[config.mk]
export PLATFORM = sky130hd
export DESIGN_NAME = display_scanner
export DESIGN_NICKNAME = d
export VERILOG_FILES = /design/src/rtl/display_scanner.sv
export SDC_FILE = /design/constraint.sdc
export NUM_CORES = 1
export LEC_CHECK = 0
export ABC_AREA = 1
export BUFFER_PORTS_ARGS = -buffer_cell sky130_fd_sc_hd__buf_2
export CORE_ASPECT_RATIO = 0.9
export CORE_UTILIZATION = 54
export DETAILED_ROUTE_END_ITERATION = 16
export HOLD_SLACK_MARGIN = 0.08
export PLACE_DENSITY = 0.85
export SLEW_MARGIN = 5
export SYNTH_ARGS = -nofsm -noshare
export SYNTH_HDL_FRONTEND = slang
export SYNTH_SLANG_ARGS = --single-unit
[constraint.sdc]
create_clock -name CLK -period 2.1 [get_ports CLK]
set_clock_uncertainty 0.2 [all_clocks]
set_input_delay 0.63 -clock CLK [delete_from_list [all_inputs] [get_ports CLK]]
set_output_delay 0.63 -clock CLK [all_outputs]
set_load 0.01 [all_outputs]
[src/rtl/display_scanner.sv]
// Frame-buffer scanner: fetches each word at the control unit's ADDR and shifts it out
// MSB-first on a valid/ready pixel stream, stepping ADDR per word and signalling frame end.
module display_scanner #(
  parameter int DATA_W = 8,
  parameter int NWORDS = 339,
  parameter int RD_LAT = 2
) (
  input  logic                      CLK,
  input  logic                      RESET,
  input  logic                      start,
  input  logic [DATA_W-1:0]         rd_data,
  input  logic                      pix_ready,
  output logic                      pix_data,
  output logic                      pix_valid,
  output logic                      addr_increment,
  output logic                      clc,
  output logic                      busy,
  output logic [$clog2(NWORDS)-1:0] word_idx
);

  localparam int BW = (DATA_W > 1) ? $clog2(DATA_W) : 1;
  localparam int LW = (RD_LAT > 1) ? $clog2(RD_LAT) : 1;
  localparam int WW = $clog2(NWORDS);

  typedef enum logic [2:0] {
    S_IDLE,
    S_WAIT,
    S_SHIFT,
    S_NEXT,
    S_DONE
  } state_t;

  state_t            state, state_next;
  logic [DATA_W-1:0] sreg;
  logic [BW-1:0]     bit_cnt;
  logic [LW-1:0]     lat_cnt;

  logic lat_done, last_bit, last_word;

  assign lat_done  = (lat_cnt == LW'(RD_LAT - 1));
  assign last_bit  = (bit_cnt == BW'(DATA_W - 1));
  assign last_word = (word_idx == WW'(NWORDS - 1));

  always_ff @(posedge CLK or posedge RESET) begin
    if (RESET) state <= S_IDLE;
    else       state <= state_next;
  end

  always_comb begin
    state_next = state;
    unique case (state)
      S_IDLE:  if (start) state_next = S_WAIT;
      S_WAIT:  if (lat_done) state_next = S_SHIFT;
      S_SHIFT: if (pix_ready && last_bit) state_next = last_word ? S_DONE : S_NEXT;
      S_NEXT:  state_next = S_WAIT;
      S_DONE:  state_next = S_IDLE;
      default: state_next = S_IDLE;
    endcase
  end

  // Datapath: lat_cnt paces the read latency, sreg/bit_cnt serialise the captured word.
  always_ff @(posedge CLK or posedge RESET) begin
    if (RESET) begin
      sreg     <= '0;
      bit_cnt  <= '0;
      lat_cnt  <= '0;
      word_idx <= '0;
    end else begin
      case (state)
        S_IDLE: begin
          if (start) begin
            lat_cnt  <= '0;
            word_idx <= '0;
          end
        end
        S_WAIT: begin
          lat_cnt <= lat_cnt + LW'(1);
          if (lat_done) begin
            sreg    <= rd_data;
            bit_cnt <= '0;
          end
        end
        S_SHIFT: begin
          if (pix_ready) begin
            sreg    <= {sreg[DATA_W-2:0], 1'b0};
            bit_cnt <= bit_cnt + BW'(1);
          end
        end
        S_NEXT: begin
          word_idx <= word_idx + WW'(1);
          lat_cnt  <= '0;
        end
        default: ;
      endcase
    end
  end

  // Outputs decode registered state only; no input reaches an output combinationally.
  always_comb begin
    pix_valid      = 1'b0;
    pix_data       = 1'b0;
    addr_increment = 1'b0;
    clc            = 1'b0;
    busy           = (state != S_IDLE);
    if (state == S_SHIFT) begin
      pix_valid = 1'b1;
      pix_data  = sreg[DATA_W-1];
    end
    if (state == S_NEXT) addr_increment = 1'b1;
    if (state == S_DONE) clc = 1'b1;
  end

endmodule

==> run_summary.xml <==
<?xml version="1.0" encoding="UTF-8"?>
<metrics>
  <group name="power">
    <metric name="ir_drop" unit="mV">0.818</metric>
    <metric name="power_leakage" unit="uW">0.000963</metric>
    <metric name="design_power_total" unit="uW">2090</metric>
    <metric name="power-per-cell-area" unit="nW/um2">1270</metric>
  </group>
  <group name="critical_path">
    <metric name="critical_path.startpoint_type" unit="">flop</metric>
    <metric name="worstPathArrival" unit="ps">1240</metric>
    <metric name="timing.critical_path.buf_inv" unit="">2</metric>
    <metric name="worst_ep_required_time" unit="ps">1270</metric>
    <metric name="kind_of_cell_with_the_highest_combined_delay_on_the_critical_path" unit="">flip-flops</metric>
    <metric name="worstSetupPathType" unit="">flop to primary output</metric>
    <metric name="crit_path_max_fanout" unit="">6</metric>
    <metric name="critPathLaunch" unit="">state[2]</metric>
    <metric name="cp-end-kind" unit="">primary output</metric>
    <metric name="critical_path.cell_chain" unit="">inv_2 -&gt; nand2_2 -&gt; nor2_4 -&gt; buf_6</metric>
    <metric name="rr_startpoint" unit="">state[2]</metric>
    <metric name="crit_slowest_cell" unit="">sky130_fd_sc_hd__dfrtp_1</metric>
    <metric name="critical-path-max-stage-delay" unit="ps">420</metric>
  </group>
  <group name="route">
    <metric name="first_pass_iters" unit="">10</metric>
    <metric name="drc_errors" unit="">2</metric>
    <metric name="route.final.wire_length" unit="um">2970</metric>
    <metric name="wl_per_cell" unit="um">11.6</metric>
    <metric name="avgViaCountPerCell" unit="">4.99</metric>
    <metric name="via_count" unit="">1277</metric>
    <metric name="detail_route.iter0.violations" unit="">32</metric>
    <metric name="final_antenna_net_count" unit="">0</metric>
  </group>
  <group name="yosys">
    <metric name="seq_area_frac_synth" unit="%">42.9</metric>
    <metric name="syn_area_per_cell" unit="um2">7.14</metric>
    <metric name="postSynthCellCount" unit="">196</metric>
    <metric name="post-synth-top-area-cell" unit="">sky130_fd_sc_hd__dfrtp_1</metric>
    <metric name="synth_top_cells_by_area" unit="">sky130_fd_sc_hd__dfrtp_1, sky130_fd_sc_hd__nand2_1, sky130_fd_sc_hd__nand3_1</metric>
    <metric name="yosysWarnings" unit="">0</metric>
    <metric name="synthesis.nets" unit="">212</metric>
    <metric name="synth_largest_type_area_fraction" unit="%">42.9</metric>
    <metric name="synth_area" unit="um2">1400</metric>
    <metric name="synthDistinctLibCells" unit="">21</metric>
    <metric name="synth.ff_latch_count" unit="">24</metric>
  </group>
  <group name="place">
    <metric name="hpwlAfterDp" unit="um">2100</metric>
    <metric name="gp_congestion" unit="">0.838</metric>
    <metric name="io_buffers" unit="">25</metric>
  </group>
  <group name="cts">
    <metric name="clock_input_transition_at_the_sequential_cells_of_the_worst_setup_and_hold_paths" unit="ps">130</metric>
    <metric name="cts_inserted_buffers" unit="">3</metric>
    <metric name="clock-sinks" unit="">24</metric>
    <metric name="worst_skew_pair.late_latency" unit="ps">320</metric>
    <metric name="hold_fix_buffers_at_cts" unit="">0</metric>
    <metric name="ctsLongestPathBuffers" unit="">2</metric>
    <metric name="htree_levels" unit="">1</metric>
    <metric name="clk_root_buffer_cell" unit="">sky130_fd_sc_hd__clkbuf_4</metric>
    <metric name="clock_tree_from_tritoncts" unit="">yes</metric>
  </group>
  <group name="floorplan">
    <metric name="die-height" unit="um">50.3</metric>
    <metric name="boundaryPins" unit="">26</metric>
    <metric name="fp.coreArea" unit="um2">2450</metric>
    <metric name="initial_core_util" unit="%">57.2</metric>
    <metric name="die_w" unit="um">55.7</metric>
    <metric name="floorplan.die_area" unit="um2">2800</metric>
    <metric name="rows" unit="">17</metric>
  </group>
  <group name="sta">
    <metric name="relSlewSlack" unit="%">79.1</metric>
    <metric name="post-route-min-period" unit="ps">2070</metric>
    <metric name="final-hold-violation-count" unit="">0</metric>
    <metric name="rsz0062_at_grt" unit="">true</metric>
    <metric name="number_of_pins_with_negative_max_slew_slack_in_the_final_report" unit="">0</metric>
    <metric name="final_min_period_over_clock_period" unit="%">98.7</metric>
    <metric name="total_negative_slack_for_setup_checks" unit="ps">0</metric>
    <metric name="achievable_freq" unit="MHz">483</metric>
    <metric name="timing.final.setup_violations" unit="">0</metric>
    <metric name="timing_worst_slew_pin_value" unit="ps">313</metric>
  </group>
  <group name="grt">
    <metric name="grt_antenna_before_repair" unit="">0</metric>
    <metric name="grt_max_degree" unit="">25</metric>
    <metric name="grt_first_pass_wirelength" unit="um">4960</metric>
    <metric name="grt_overflow_total" unit="">0</metric>
    <metric name="via_count_of_the_first_global_routing_pass" unit="">1080</metric>
    <metric name="grt.total_usage" unit="%">22.8</metric>
  </group>
  <group name="layout">
    <metric name="share_of_final_layout_standard_cells_stronger_than_drive_strength_1" unit="%">25.0</metric>
    <metric name="antenna_cells_inserted" unit="">0</metric>
    <metric name="final_net_count" unit="">246</metric>
    <metric name="area_delta_synth_final" unit="%">17.4</metric>
  </group>
  <group name="status">
    <metric name="violations" unit="">design-rule violations</metric>
    <metric name="status" unit="">finished, violations left</metric>
  </group>
  <group name="worst_hold_path">
    <metric name="holdCritPathClass" unit="">input port to asynchronous set/reset pin</metric>
  </group>
  <group name="job">
    <metric name="number_of_max_capacitance_violations_reported" unit="">0</metric>
  </group>
</metrics>
[routing by layer]
metal	vias to the layer above	wire length, um	global-route usage, %
met1	568	1530	33.7
met4	0	24	5.00
met2	30	1300	34.1
met5	-	0	0
li1	674	-	-
met3	5	123	5.15
[kinds of logic (layout without fill, tap and decap cells)]
logic type	Yosys count	after routing	synth area share, %
AND/OR/NAND/NOR	131	131	40.8
flip-flops	24	24	42.9
buffers and inverters	28	60	8.32
AO/OA/AOI/OAI	9	9	4.38
adder cells (fa/ha/maj)	4	4	3.58
[worst register-to-register path: stages (launching register included)]
cell                      delay [ps]
sky130_fd_sc_hd__dfrtp_1         420
sky130_fd_sc_hd__inv_2           140
sky130_fd_sc_hd__nand3_4         120
sky130_fd_sc_hd__buf_4           160
sky130_fd_sc_hd__buf_4           140
sky130_fd_sc_hd__o21ai_4         250
sky130_fd_sc_hd__nand2_4         200
sky130_fd_sc_hd__nand2_2         100
sky130_fd_sc_hd__nand2_1          50
[cells in the mapped netlist (all sizes together)]
cell,number
nand2,94
dfrtp,24
inv,24
nand3,18
nor2,13
buf,4
ha,4
o21ai,4
nand3b,3
a21oi,2
nor3,2
o22ai,2
nand4,1
o21bai,1
[worst paths after layout]
check / cells past startpoint / end / slack, ps
setup / recovery: 4 / addr_increment / 30
hold / removal: 3 / bit_cnt[1] / 120
setup reg to reg: 8 / bit_cnt[2] / 230
hold reg to reg: 2 / sreg[6] / 300
max in group asynchronous: 3 / state[1] / 1330
min in group CLK: 2 / sreg[6] / 300
[layout by cell type, fill, tap and decap left out, types with 2 or more instances in the layout]
cell type                  Yosys  layout
sky130_fd_sc_hd__o21ai_0       3       3
sky130_fd_sc_hd__inv_1        21      21
sky130_fd_sc_hd__buf_4         0       8
sky130_fd_sc_hd__nand2_2      10      11
sky130_fd_sc_hd__o22ai_1       2       2
sky130_fd_sc_hd__nor2_2        1       2
sky130_fd_sc_hd__buf_2         3      24
sky130_fd_sc_hd__ha_1          4       4
sky130_fd_sc_hd__nand3_1      17      17
sky130_fd_sc_hd__clkbuf_4      0       3
sky130_fd_sc_hd__dfrtp_1      24      23
sky130_fd_sc_hd__nand3b_1      3       3
sky130_fd_sc_hd__nand2_1      83      82
sky130_fd_sc_hd__nor2_1       12      10
sky130_fd_sc_hd__a21oi_1       2       2
sky130_fd_sc_hd__inv_2         3       3
sky130_fd_sc_hd__nor3_1        2       2
[report_power, final]
part           total [uW]  internal, uW  switching, uW  leakage (uW)
registers             792           627            165      0.000314
logic                1090           414            681      0.000636
clock network         202          67.2            135     0.0000138
total                2090          1110            981      0.000963
[flip-flops by register name, summed over array words and instances, names as in the netlist]
register and cells:
word_idx 9, sreg 8, bit_cnt 3, state 3
lat_cnt 1
[per-stage QoR]
stage          std cells  hold slack (ps)  instance area (um2)  util [%]  setup slack, ps
6_report             256              122                 1640      67.2             27.5
5_1_grt              256              149                 1640      67.2            -22.0
4_1_cts              253              132                 1600      65.5             6.86
3_5_place_dp         250              270                 1570      64.2              292
3_3_place_gp         250              265                 1570      64.2              329
2_1_floorplan        196              242                 1400         -              314
[repair_timing]
action | CTS | global route
pin swaps | 0 | 2
buffers inserted | 0 | 3
resized for setup | 2 | 5
endpoints found under the setup margin | 3 | 4
[cell type report]
class,instances,area [um2]
fill,212,803
tap,28,35.0
multi-input combinational,144,702
timing repair buffer,33,191
clock buffer,3,22.5
sequential,24,602
inverter,24,90.1
(Power assumes the default switching activity.)
